## src/rtl/gcm_aes_pkg.sv

```systemverilog
// Shared definitions for the GCM-AES output collector: block width,
// collector FSM state encoding and the partial-word byte-mask helper.
package gcm_aes_pkg;

    localparam int BLOCK_W = 128;

    typedef enum logic [1:0] {
        ST_IDLE     = 2'd0,
        ST_DATA     = 2'd1,
        ST_TAG_WAIT = 2'd2,
        ST_DONE     = 2'd3
    } state_t;

    // Byte 0 sits in the top byte lane, so a word carrying size+1 bytes
    // keeps its upper (size+1) bytes. Shifting an all-ones word left by
    // 8*(15-size) leaves exactly those lanes set; 15-size is ~size in 4 bits.
    function automatic logic [BLOCK_W-1:0] byte_mask(input logic [3:0] size);
        logic [6:0] shift_amt;
        shift_amt = {~size, 3'b000};
        return {BLOCK_W{1'b1}} << shift_amt;
    endfunction

endpackage

```

## src/rtl/gcm_aes_out_collector_if.sv

```systemverilog
// Stream interface between the GCM-AES core output, the collector and the
// host-side reader.
//
// Handshake: the core side has no backpressure -- a word is transferred in
// every cycle Out_vld (or Tag_vld) is high. The reader side is valid/ready:
// rd_vld means rd_data holds the FIFO head; a word is popped in a cycle where
// rd_vld and rd_en are both high. rd_en while rd_vld is low has no effect.
interface gcm_aes_out_collector_if;
    import gcm_aes_pkg::*;

    logic [BLOCK_W-1:0] Out_data;
    logic               Out_vld;
    logic               Tag_vld;
    logic [3:0]         Out_data_size;
    logic               Out_last_word;
    logic               rd_en;
    logic [BLOCK_W-1:0] rd_data;
    logic               rd_vld;

    modport master (
        output Out_data, Out_vld, Tag_vld, Out_data_size, Out_last_word, rd_en,
        input  rd_data, rd_vld
    );

    modport slave (
        input  Out_data, Out_vld, Tag_vld, Out_data_size, Out_last_word, rd_en,
        output rd_data, rd_vld
    );

endinterface

```

## src/rtl/gcm_out_fifo.sv

```systemverilog
// Synchronous first-word-fall-through FIFO. The head word is presented
// combinationally from registered storage; an empty FIFO reads as zero.
// A pop and a push in the same cycle both succeed even when full.
// Pointers carry one extra wrap bit so full/empty come from an MSB compare.
module gcm_out_fifo #(
    parameter int DEPTH = 8,
    parameter int W     = 128
) (
    input  logic         clk,
    input  logic         rst,
    input  logic         i_wr_en,
    input  logic [W-1:0] i_wr_data,
    input  logic         i_rd_en,
    output logic [W-1:0] o_rd_data,
    output logic         o_empty,
    output logic         o_full
);

    localparam int AW = $clog2(DEPTH);
    localparam logic [AW:0] PTR_ONE = {{AW{1'b0}}, 1'b1};

    logic [W-1:0] r_mem [DEPTH];
    logic [AW:0]  r_wr_ptr;
    logic [AW:0]  r_rd_ptr;
    logic         w_do_rd;
    logic         w_do_wr;

    assign o_empty = (r_wr_ptr == r_rd_ptr);
    assign o_full  = (r_wr_ptr[AW] != r_rd_ptr[AW]) &&
                     (r_wr_ptr[AW-1:0] == r_rd_ptr[AW-1:0]);

    // An empty FIFO ignores rd_en (no bypass); a full FIFO accepts a write
    // only when the same cycle frees a slot.
    assign w_do_rd = i_rd_en && !o_empty;
    assign w_do_wr = i_wr_en && (!o_full || w_do_rd);

    assign o_rd_data = o_empty ? '0 : r_mem[r_rd_ptr[AW-1:0]];

    // Pointer update; reset empties the FIFO.
    always_ff @(posedge clk) begin
        if (rst) begin
            r_wr_ptr <= '0;
            r_rd_ptr <= '0;
        end else begin
            if (w_do_wr) r_wr_ptr <= r_wr_ptr + PTR_ONE;
            if (w_do_rd) r_rd_ptr <= r_rd_ptr + PTR_ONE;
        end
    end

    // Storage write; contents need no reset because the empty flag masks them.
    always_ff @(posedge clk) begin
        if (w_do_wr) r_mem[r_wr_ptr[AW-1:0]] <= i_wr_data;
    end

endmodule

```

## src/rtl/gcm_aes_out_collector.sv

```systemverilog
// Collector for the GCM-AES core output stream: masks partial words,
// buffers payload words in a FWFT FIFO, counts payload bytes, captures the
// tag and reports message completion.
// Optional tag compare is built when GCM_OUT_TAG_CHECK_EN is defined;
// otherwise tag_ok is tied low and exp_tag is unused.
module gcm_aes_out_collector
    import gcm_aes_pkg::*;
#(
    parameter int DEPTH = 8,
    parameter int CNT_W = 16
) (
    input  logic                   clk,
    input  logic                   rst,
    gcm_aes_out_collector_if.slave bus,
    input  logic                   done_ack,
    input  logic [BLOCK_W-1:0]     exp_tag,
    output logic [CNT_W-1:0]       byte_cnt,
    output logic [BLOCK_W-1:0]     tag,
    output logic                   msg_done,
    output logic                   overflow,
    output logic                   tag_ok,
    output state_t                 dbg_state
);

    state_t             r_state;
    state_t             w_next;
    logic               w_wr;
    logic               w_cap;
    logic               w_late_word;
    logic               w_ack;
    logic               w_empty;
    logic               w_full;
    logic               w_pop;
    logic               w_drop;
    logic [CNT_W-1:0]   r_byte_cnt;
    logic [CNT_W:0]     w_cnt_sum;
    logic [CNT_W-1:0]   w_cnt_next;
    logic [BLOCK_W-1:0] r_tag;
    logic               r_overflow;

    // Next-state and per-cycle strobes; Tag_vld outranks Out_vld everywhere.
    always_comb begin
        w_next      = r_state;
        w_wr        = 1'b0;
        w_cap       = 1'b0;
        w_late_word = 1'b0;
        w_ack       = 1'b0;
        case (r_state)
            ST_IDLE, ST_DATA: begin
                if (bus.Tag_vld) begin
                    w_cap  = 1'b1;
                    w_next = ST_DONE;
                end else if (bus.Out_vld) begin
                    w_wr   = 1'b1;
                    w_next = bus.Out_last_word ? ST_TAG_WAIT : ST_DATA;
                end
            end
            ST_TAG_WAIT: begin
                if (bus.Tag_vld) begin
                    w_cap  = 1'b1;
                    w_next = ST_DONE;
                end else if (bus.Out_vld) begin
                    w_late_word = 1'b1;
                end
            end
            ST_DONE: begin
                if (done_ack) begin
                    w_ack  = 1'b1;
                    w_next = ST_IDLE;
                end
            end
            default: w_next = ST_IDLE;
        endcase
    end

    // FSM state register.
    always_ff @(posedge clk) begin
        if (rst) r_state <= ST_IDLE;
        else     r_state <= w_next;
    end

    gcm_out_fifo #(
        .DEPTH (DEPTH),
        .W     (BLOCK_W)
    ) u_fifo (
        .clk       (clk),
        .rst       (rst),
        .i_wr_en   (w_wr),
        .i_wr_data (bus.Out_data & byte_mask(bus.Out_data_size)),
        .i_rd_en   (bus.rd_en),
        .o_rd_data (bus.rd_data),
        .o_empty   (w_empty),
        .o_full    (w_full)
    );

    assign bus.rd_vld = !w_empty;
    assign w_pop      = bus.rd_en && !w_empty;
    assign w_drop     = w_wr && w_full && !w_pop;

    // One extra bit catches the carry so the count can saturate.
    assign w_cnt_sum  = {1'b0, r_byte_cnt}
                      + {{(CNT_W-3){1'b0}}, bus.Out_data_size}
                      + {{CNT_W{1'b0}}, 1'b1};
    assign w_cnt_next = w_cnt_sum[CNT_W] ? {CNT_W{1'b1}} : w_cnt_sum[CNT_W-1:0];

    // Payload byte counter, cleared when the controller acknowledges.
    always_ff @(posedge clk) begin
        if (rst || w_ack) r_byte_cnt <= '0;
        else if (w_wr)    r_byte_cnt <= w_cnt_next;
    end

    // Tag capture; the tag stays visible after acknowledge.
    always_ff @(posedge clk) begin
        if (rst)        r_tag <= '0;
        else if (w_cap) r_tag <= bus.Out_data;
    end

    // Sticky overflow: a dropped FIFO write or a payload word after the last.
    always_ff @(posedge clk) begin
        if (rst)                        r_overflow <= 1'b0;
        else if (w_drop || w_late_word) r_overflow <= 1'b1;
    end

`ifdef GCM_OUT_TAG_CHECK_EN
    logic r_tag_ok;

    // Tag compare result, registered in the same cycle msg_done rises.
    always_ff @(posedge clk) begin
        if (rst || w_ack) r_tag_ok <= 1'b0;
        else if (w_cap)   r_tag_ok <= (bus.Out_data == exp_tag);
    end

    assign tag_ok = r_tag_ok;
`else
    logic w_unused_exp_tag;
    assign w_unused_exp_tag = ^exp_tag;
    assign tag_ok = 1'b0;
`endif

    assign byte_cnt  = r_byte_cnt;
    assign tag       = r_tag;
    assign msg_done  = (r_state == ST_DONE);
    assign overflow  = r_overflow;
    assign dbg_state = r_state;

endmodule

```

## src/flat_wrapper.sv

```systemverilog
// flat-port wrapper written by rule: the top's interface ports become plain ports
module gcm_aes_out_collector_flat import gcm_aes_pkg::*;
#(
    parameter int DEPTH = 8,
    parameter int CNT_W = 16
)
  (clk, rst, done_ack, exp_tag, byte_cnt, tag, msg_done, overflow, tag_ok, dbg_state, bus_Out_data, bus_Out_vld, bus_Tag_vld, bus_Out_data_size, bus_Out_last_word, bus_rd_en, bus_rd_data, bus_rd_vld);
  gcm_aes_out_collector_if bus_i ();
  input  logic clk;
  input  logic rst;
  input  logic done_ack;
  input  logic [BLOCK_W-1:0] exp_tag;
  output logic [CNT_W-1:0] byte_cnt;
  output logic [BLOCK_W-1:0] tag;
  output logic msg_done;
  output logic overflow;
  output logic tag_ok;
  output state_t dbg_state;
  input wire logic [$bits(bus_i.Out_data)-1:0] bus_Out_data;
  input wire logic [$bits(bus_i.Out_vld)-1:0] bus_Out_vld;
  input wire logic [$bits(bus_i.Tag_vld)-1:0] bus_Tag_vld;
  input wire logic [$bits(bus_i.Out_data_size)-1:0] bus_Out_data_size;
  input wire logic [$bits(bus_i.Out_last_word)-1:0] bus_Out_last_word;
  input wire logic [$bits(bus_i.rd_en)-1:0] bus_rd_en;
  output wire logic [$bits(bus_i.rd_data)-1:0] bus_rd_data;
  output wire logic [$bits(bus_i.rd_vld)-1:0] bus_rd_vld;
  assign bus_i.Out_data = bus_Out_data;
  assign bus_i.Out_vld = bus_Out_vld;
  assign bus_i.Tag_vld = bus_Tag_vld;
  assign bus_i.Out_data_size = bus_Out_data_size;
  assign bus_i.Out_last_word = bus_Out_last_word;
  assign bus_i.rd_en = bus_rd_en;
  assign bus_rd_data = bus_i.rd_data;
  assign bus_rd_vld = bus_i.rd_vld;
  gcm_aes_out_collector #(.DEPTH(DEPTH), .CNT_W(CNT_W)) u_core (.clk(clk), .rst(rst), .bus(bus_i), .done_ack(done_ack), .exp_tag(exp_tag), .byte_cnt(byte_cnt), .tag(tag), .msg_done(msg_done), .overflow(overflow), .tag_ok(tag_ok), .dbg_state(dbg_state));
endmodule
```

## config.mk

```make
export PLATFORM = sky130hd
export DESIGN_NAME = gcm_aes_out_collector_flat
export DESIGN_NICKNAME = d
export VERILOG_FILES = /design/src/rtl/gcm_aes_pkg.sv /design/src/rtl/gcm_aes_out_collector_if.sv /design/src/rtl/gcm_out_fifo.sv /design/src/rtl/gcm_aes_out_collector.sv /design/src/flat_wrapper.sv
export SDC_FILE = /design/constraint.sdc
export NUM_CORES = 1
export LEC_CHECK = 0
export ABC_AREA = 1
export CORE_ASPECT_RATIO = 1.75
export CORE_MARGIN = 5
export CORE_UTILIZATION = 45
export CTS_BUF_LIST = sky130_fd_sc_hd__clkbuf_8
export DETAILED_ROUTE_END_ITERATION = 7
export MAX_ROUTING_LAYER = met4
export PLACE_DENSITY = 0.69
export SYNTH_ARGS = -nofsm -noshare
export SYNTH_HDL_FRONTEND = slang
export SYNTH_SLANG_ARGS = --single-unit
```

## constraint.sdc

```tcl
create_clock -name clk -period 14.4 [get_ports clk]
set_input_delay 1.44 -clock clk [delete_from_list [all_inputs] [get_ports clk]]
set_output_delay 1.44 -clock clk [all_outputs]
set_load 0.05 [all_outputs]
```

==> run_results.csv, run 1 <==
group,metric,value,unit
timing,finalHoldViolCount,0,
grt,grt-ovfl-total,0,
placed_design,place_hpwl,68100,um
detailed_routing,ant_nets,0,
placed_design,gp_congestion,0.833,
cts,clk_path_buf_depth,3,
placed_design,place_ws,8130,ps
final_layout,syn_to_final_growth,18.1,%
timing,tightest_slew,1160,ps
detailed_routing,firstDrtPassIters,6,
logic_synthesis,netlist_instances,4032,
cts,clock_latency,870,ps
cts,cts-resized-gates,0,
timing,rsz0062_at_grt,"no",
grt,grt_pass1_wl,186000,um
worst_setup_path,worstPathRequired,12960,ps
logic_synthesis,ys_seq_elements,1182,
worst_setup_path,end_kind,"output pin",
timing,max_freq,144,MHz
timing,fin_crit,6950,ps
worst_setup_path,cp_max_fo,219,
detailed_routing,routed_via_density,5.43,
cts,cts.reportedPaths.clkPinSlew,60,ps
worst_setup_path,critical_path_class,"register to output pin",
logic_synthesis,synth_ff_type,"edfxtp_1",
logic_synthesis,synth_cell_types,32,
logic_synthesis,synth_top_family_by_area,"compound AO/OA/AOI/OAI gates",
worst_setup_path,r2r_slack,10960,ps
pwr,ir_drop,0.000112,V
cts,cts_hold_buf,0,
logic_synthesis,yosys.area_share.simple,0.100,
grt,track_usage,0.225,
detailed_routing,drc,0,
logic_synthesis,synth_top_area_frac,0.658,
detailed_routing,detail_route.wl_per_cell,21.2,um
logic_synthesis,syn_area,46800,um^2
status,outcome,"completed",
logic_synthesis,synth_edf_count,1024,
detailed_routing,route.vias.total,32000,
detailed_routing,dr.first_iter.drc_count,2769,
floorplan,rows,156,
timing,clock_skew,23.0,ps
placed_design,port_buffers,415,
timing,drv_slew,0,
placed_design,place_inst,5581,
final_layout,drive_gt1_frac,0.0697,
flow_run,cap_violations,0,
final_layout,fin_cells,5895,
cts,cts_buffers,168,
worst_setup_path,cp-start-kind,"register",
timing,tns,0,ps
cts,ctsHtreeMaxLevel,4,
logic_synthesis,synthMuxAreaShare,0,
logic_synthesis,async_flop_share,0,
logic_synthesis,synth_adder_area_share,0.00203,
floorplan,initial_core_util,0.453,
grt,grt_max_degree,220,
logic_synthesis,ys_warn_count,0,
logic_synthesis,yosysMostFrequentCell,"nor2_1",
floorplan,fp.dieW,254,um
logic_synthesis,syn_area_per_cell,11.6,um^2
floorplan,die-area,111000,um^2
hold_path,hp-class,"register to register",
timing,setup_slack,7450,ps
logic_synthesis,synth.area.top_cells,"edfxtp_1 (66%), nor2_1 (8.7%), dfxtp_1 (6.8%)",
logic_synthesis,synth-compound-area-share,0.128,
cts,cts_tree,"done",
cts,cts_num_sinks,1182,
logic_synthesis,ys_seq_area_frac,0.725,
logic_synthesis,yosys.area_share.xor_xnor,0.00243,
final_layout,fin_nets,4682,
cts,post_cts_buffers,0,
logic_synthesis,synth_area_leader_cell,"edfxtp_1",
grt,first_global_vias,31300,
timing,min_period_over_period,0.483,
floorplan,coreArea,103000,um^2
pwr,p_per_area,152,nW/um^2
hold_path,holdPathStages,2,
pwr,power_leakage,19.4,nW
detailed_routing,routed_wirelength,125000,um
logic_synthesis,synth_commonest_cells,"nor2_1 (1080), edfxtp_1 (1024), o21ai_0 (579)",
timing,report.final.setup_viol,0,
floorplan,ioPinCount,545,
timing,slew-limit-headroom,0.230,
worst_setup_path,reg2reg_depth,8,
worst_setup_path,critPathArrivalTime,5510,ps
grt,antenna_found_initial,8,
floorplan,die_h,436,um
cts,cts_root_buf,"clkbuf_8",
logic_synthesis,synth_nets,4306,
[power breakdown]
group	total (mW)	leakage (nW)	internal (mW)	switching, mW
Combinational	1.95	6.76	0.557	1.39
Sequential	3.83	10.7	3.78	0.0447
Clock	2.64	1.88	1.36	1.28
Total	8.42	19.4	5.71	2.72
[per-stage QoR]
step | area [um^2] | utilization | power [mW] | hold WS [ps]
3_3_place_gp | 51800 | 0.502 | 5.84 | 491
2_1_floorplan | 46800 | - | 5.22 | 476
6_report | 55200 | 0.535 | 8.42 | 511
3_5_place_dp | 51800 | 0.502 | 5.86 | 498
5_1_grt | 55200 | 0.535 | 8.79 | 551
4_1_cts | 55200 | 0.535 | 8.50 | 514
[logic make-up (layout without fill, tap and decap cells)]
group | Yosys count | in the layout
buffers and inverters | 439 | 953
and+or+nand+nor | 1228 | 1228
other | 1 | 7
DFF | 1182 | 1182
AOI/OAI and AO/OA | 1162 | 1162
adders and majority gates | 7 | 7
xor gates and xnor gates | 13 | 13
[routing by layer]
metal	track usage	part of all wire
met2	0.374	0.50
met3	0.0451	0.071
met4	0.0731	0.025
met5	-	0
met1	0.279	0.40
[worst paths after layout]
path / from / end
max: register / bus_rd_data[42]
min: u_core.tag[56] / u_core.tag[56]
max reg2reg: u_core.u_fifo.r_wr_ptr[0] / u_core.u_fifo.r_mem[2][24]
min reg2reg: u_core.tag[56] / u_core.tag[56]
[flip-flops by register name, indices dropped and copies added (netlist names), named ones only]
signal                  flops
u_core.u_fifo.r_wr_ptr      4
u_core.dbg_state            2
u_core.overflow             1
u_core.u_fifo.r_mem      1024
u_core.u_fifo.r_rd_ptr      4
u_core.tag                128
u_core.byte_cnt            16
[worst max-delay path: stages (launching register included)]
cell and delay [ps]:
dfxtp_4 550, inv_16 440, buf_4 860, buf_4 880, o21ai_1 160, o21ai_1 110, o21ai_1 70, a31oi_1 480
clkdlybuf4s50_1 920
[area by class of cell]
cell class	instances	area, um^2
fill	8603	48000
sequential	1182	33900
multi-input combinational	2411	11000
timing repair buffer	469	4570
clock buffer	183	2520
tap	1343	1680
clock inverter	125	868
inverter	176	692
antenna	6	15.0
[placed cells by master (no fill, tap or decap), types with 2 or more instances in the layout]
master              n
nor3_2              3
nor2_4              5
inv_1             215
inv_6               4
ha_1                6
dfxtp_4             2
xor2_1              7
o21ai_1           329
clkdlybuf4s50_1   415
dfxtp_1           156
bufinv_16          10
clkbuf_8          183
a31oi_1           129
edfxtp_1         1024
nand3_1            31
inv_2               2
o21bai_1            3
a21oi_1           120
nand2_1            96
xnor2_1             6
nor2_2              4
clkinvlp_4         13
inv_8               4
nor3_1              3
buf_4              53
clkinv_2           26
clkinv_1           23
diode_2             6
nor2_1           1076
nand4_1             7
o21ai_0           579
Note: power is estimated with default switching activity, not from simulation.
==> run 2, diff against run 1 <==
==> constraint.sdc (replaced) <==
create_clock -name clk -period 6.1 [get_ports clk]
set_input_delay 0.61 -clock clk [delete_from_list [all_inputs] [get_ports clk]]
set_output_delay 0.61 -clock clk [all_outputs]
set_load 0.05 [all_outputs]
==> run_results.csv, run 2 (synthesis results as in run 1) <==
group,metric,value,unit
detailed_routing,dr.first_iter.drc_count,2699,
final_layout,nFillCells,8544,
worst_setup_path,crit_family,"buffers and inverters",
grt,track_usage,0.223,
final_layout,multi_input_area,11000,um^2
final_layout,largest_reg_flops,1024,
flow_run,cap_violations,0,
worst_setup_path,cp_max_fo,112,
cts,cts-resized-gates,0,
final_layout,final_cell_mix,"nor2_1 (1076), edfxtp_1 (1024), o21ai_0 (579)",
worst_setup_path,r2r_slack,2850,ps
final_layout,fin_nets,4676,
floorplan,die_h,436,um
timing,setup_slack,1180,ps
pwr,p_per_area,354,nW/um^2
cts,clk_path_buf_depth,3,
worst_setup_path,crit_buf_inv,2,
detailed_routing,firstDrtPassIters,5,
timing,min_period_over_period,0.807,
worst_setup_path,slowest_delay,870,ps
final_layout,layout_commonest_cell,"nor2_1",
worst_setup_path,cp_cell_sequence,"xnor2_1 -> nand2_1 -> nor2_2 -> nand2_8 -> buf_4 -> o21ai_1 -> a31oi_1 -> clkdlybuf4s50_1",
placed_design,place_ws,2030,ps
placed_design,place_hpwl,68700,um
timing,max_freq,203,MHz
placed_design,place_inst,5578,
final_layout,syn_to_final_growth,18.0,%
placed_design,placed_area,52000,um^2
timing,finalHoldViolCount,0,
floorplan,rows,156,
detailed_routing,routed_wirelength,124000,um
cts,clock_latency,880,ps
worst_setup_path,critPathArrivalTime,4310,ps
cts,cts_tree,"done",
pwr,power_leakage,19.3,nW
cts,cts_buffers,165,
cts,ctsHtreeMaxLevel,4,
timing,drv_slew,0,
timing,slew-limit-headroom,0.214,
grt,antenna_found_initial,9,
floorplan,coreArea,103000,um^2
final_layout,fin_area,55200,um^2
placed_design,gp_congestion,0.830,
detailed_routing,drc,0,
timing,fin_crit,4920,ps
hold_path,hp-class,"input pin to register",
worst_setup_path,end_kind,"output pin",
floorplan,fp.dieW,254,um
detailed_routing,routed_via_density,5.41,
final_layout,seqCellArea,33900,um^2
final_layout,drive_gt1_frac,0.0655,
timing,whs,290,ps
final_layout,fin_cells,5889,
detailed_routing,route.vias.total,31900,
detailed_routing,ant_nets,0,
floorplan,ioPinCount,545,
floorplan,die-area,111000,um^2
pwr,ir_drop,0.000334,V
grt,grt-ovfl-total,0,
grt,first_global_vias,31000,
cts,cts_hold_buf,0,
floorplan,initial_core_util,0.453,
worst_setup_path,cp_slowest_cell,"clkdlybuf4s50_1",
timing,rsz0062_at_grt,"no",
grt,grt_pass1_wl,184000,um
detailed_routing,detail_route.wl_per_cell,21.1,um
cts,cts_num_sinks,1182,
timing,tightest_slew,1180,ps
timing,report.final.setup_viol,0,
timing,clock_skew,40.3,ps
cts,post_cts_buffers,0,
worst_setup_path,cp-start-kind,"register",
cts,cts_root_buf,"clkbuf_8",
cts,cts.reportedPaths.clkPinSlew,70,ps
status,outcome,"completed",
worst_setup_path,worstPathRequired,5490,ps
worst_setup_path,critical_path_class,"register to output pin",
grt,grt_max_degree,289,
placed_design,port_buffers,415,
-- run 2: worst reg2reg max path, stage by stage, from the launching register on --
cell and delay (ps):
dfxtp_1 670, xnor2_1 130, nand2_1 90, nor2_2 70
nand2_1 180, nand3_1 310, nor2_4 890, buf_4 530
-- run 2: layout make-up --
| class | instances | area share |
|---|---|---|
| flip-flops and latches | 1182 | 0.615 |
| multi-input cells | 2411 | 0.199 |
| repair buffers | 466 | 0.0856 |
| clock buffers | 182 | 0.0454 |
| well taps | 1343 | 0.0304 |
| inverters | 176 | 0.0125 |
| clock inverters | 120 | 0.0119 |
| diodes | 9 | 0.000408 |
-- run 2: final timing paths --
path                                              endpoint  cells past startpoint                       from
worst max register to register  u_core.u_fifo.r_mem[5][98]                      7  u_core.u_fifo.r_wr_ptr[0]
worst max-delay path                       bus_rd_data[64]                      8  u_core.u_fifo.r_wr_ptr[0]
worst min-delay path                        u_core.tag[29]                      3           bus_Out_data[29]
worst min register to register             u_core.tag[121]                      2            u_core.tag[121]
-- run 2: layer usage --
layer  track usage  wire length [um]  up-vias
li1              -                 -    15000
met1         0.284             51100    15500
met2         0.361             60700     1227
met3        0.0462              9300      193
met4        0.0765              3300        0
met5             -                 0        -
-- run 2: through the flow --
stage | TNS (ps) | power (mW) | utilization
2_1_floorplan | -716250 | 12.3 | -
6_report | 0 | 19.5 | 0.535
3_3_place_gp | 0 | 13.8 | 0.504
3_5_place_dp | 0 | 13.9 | 0.504
5_1_grt | 0 | 20.4 | 0.535
4_1_cts | 0 | 19.7 | 0.534
-- run 2: where the power goes --
part / switching, mW / total, mW / internal (mW)
clock: 2.96 / 5.85 / 2.90
sequential: 0.102 / 9.04 / 8.93
combinational: 3.30 / 4.64 / 1.33
total: 6.36 / 19.5 / 13.2
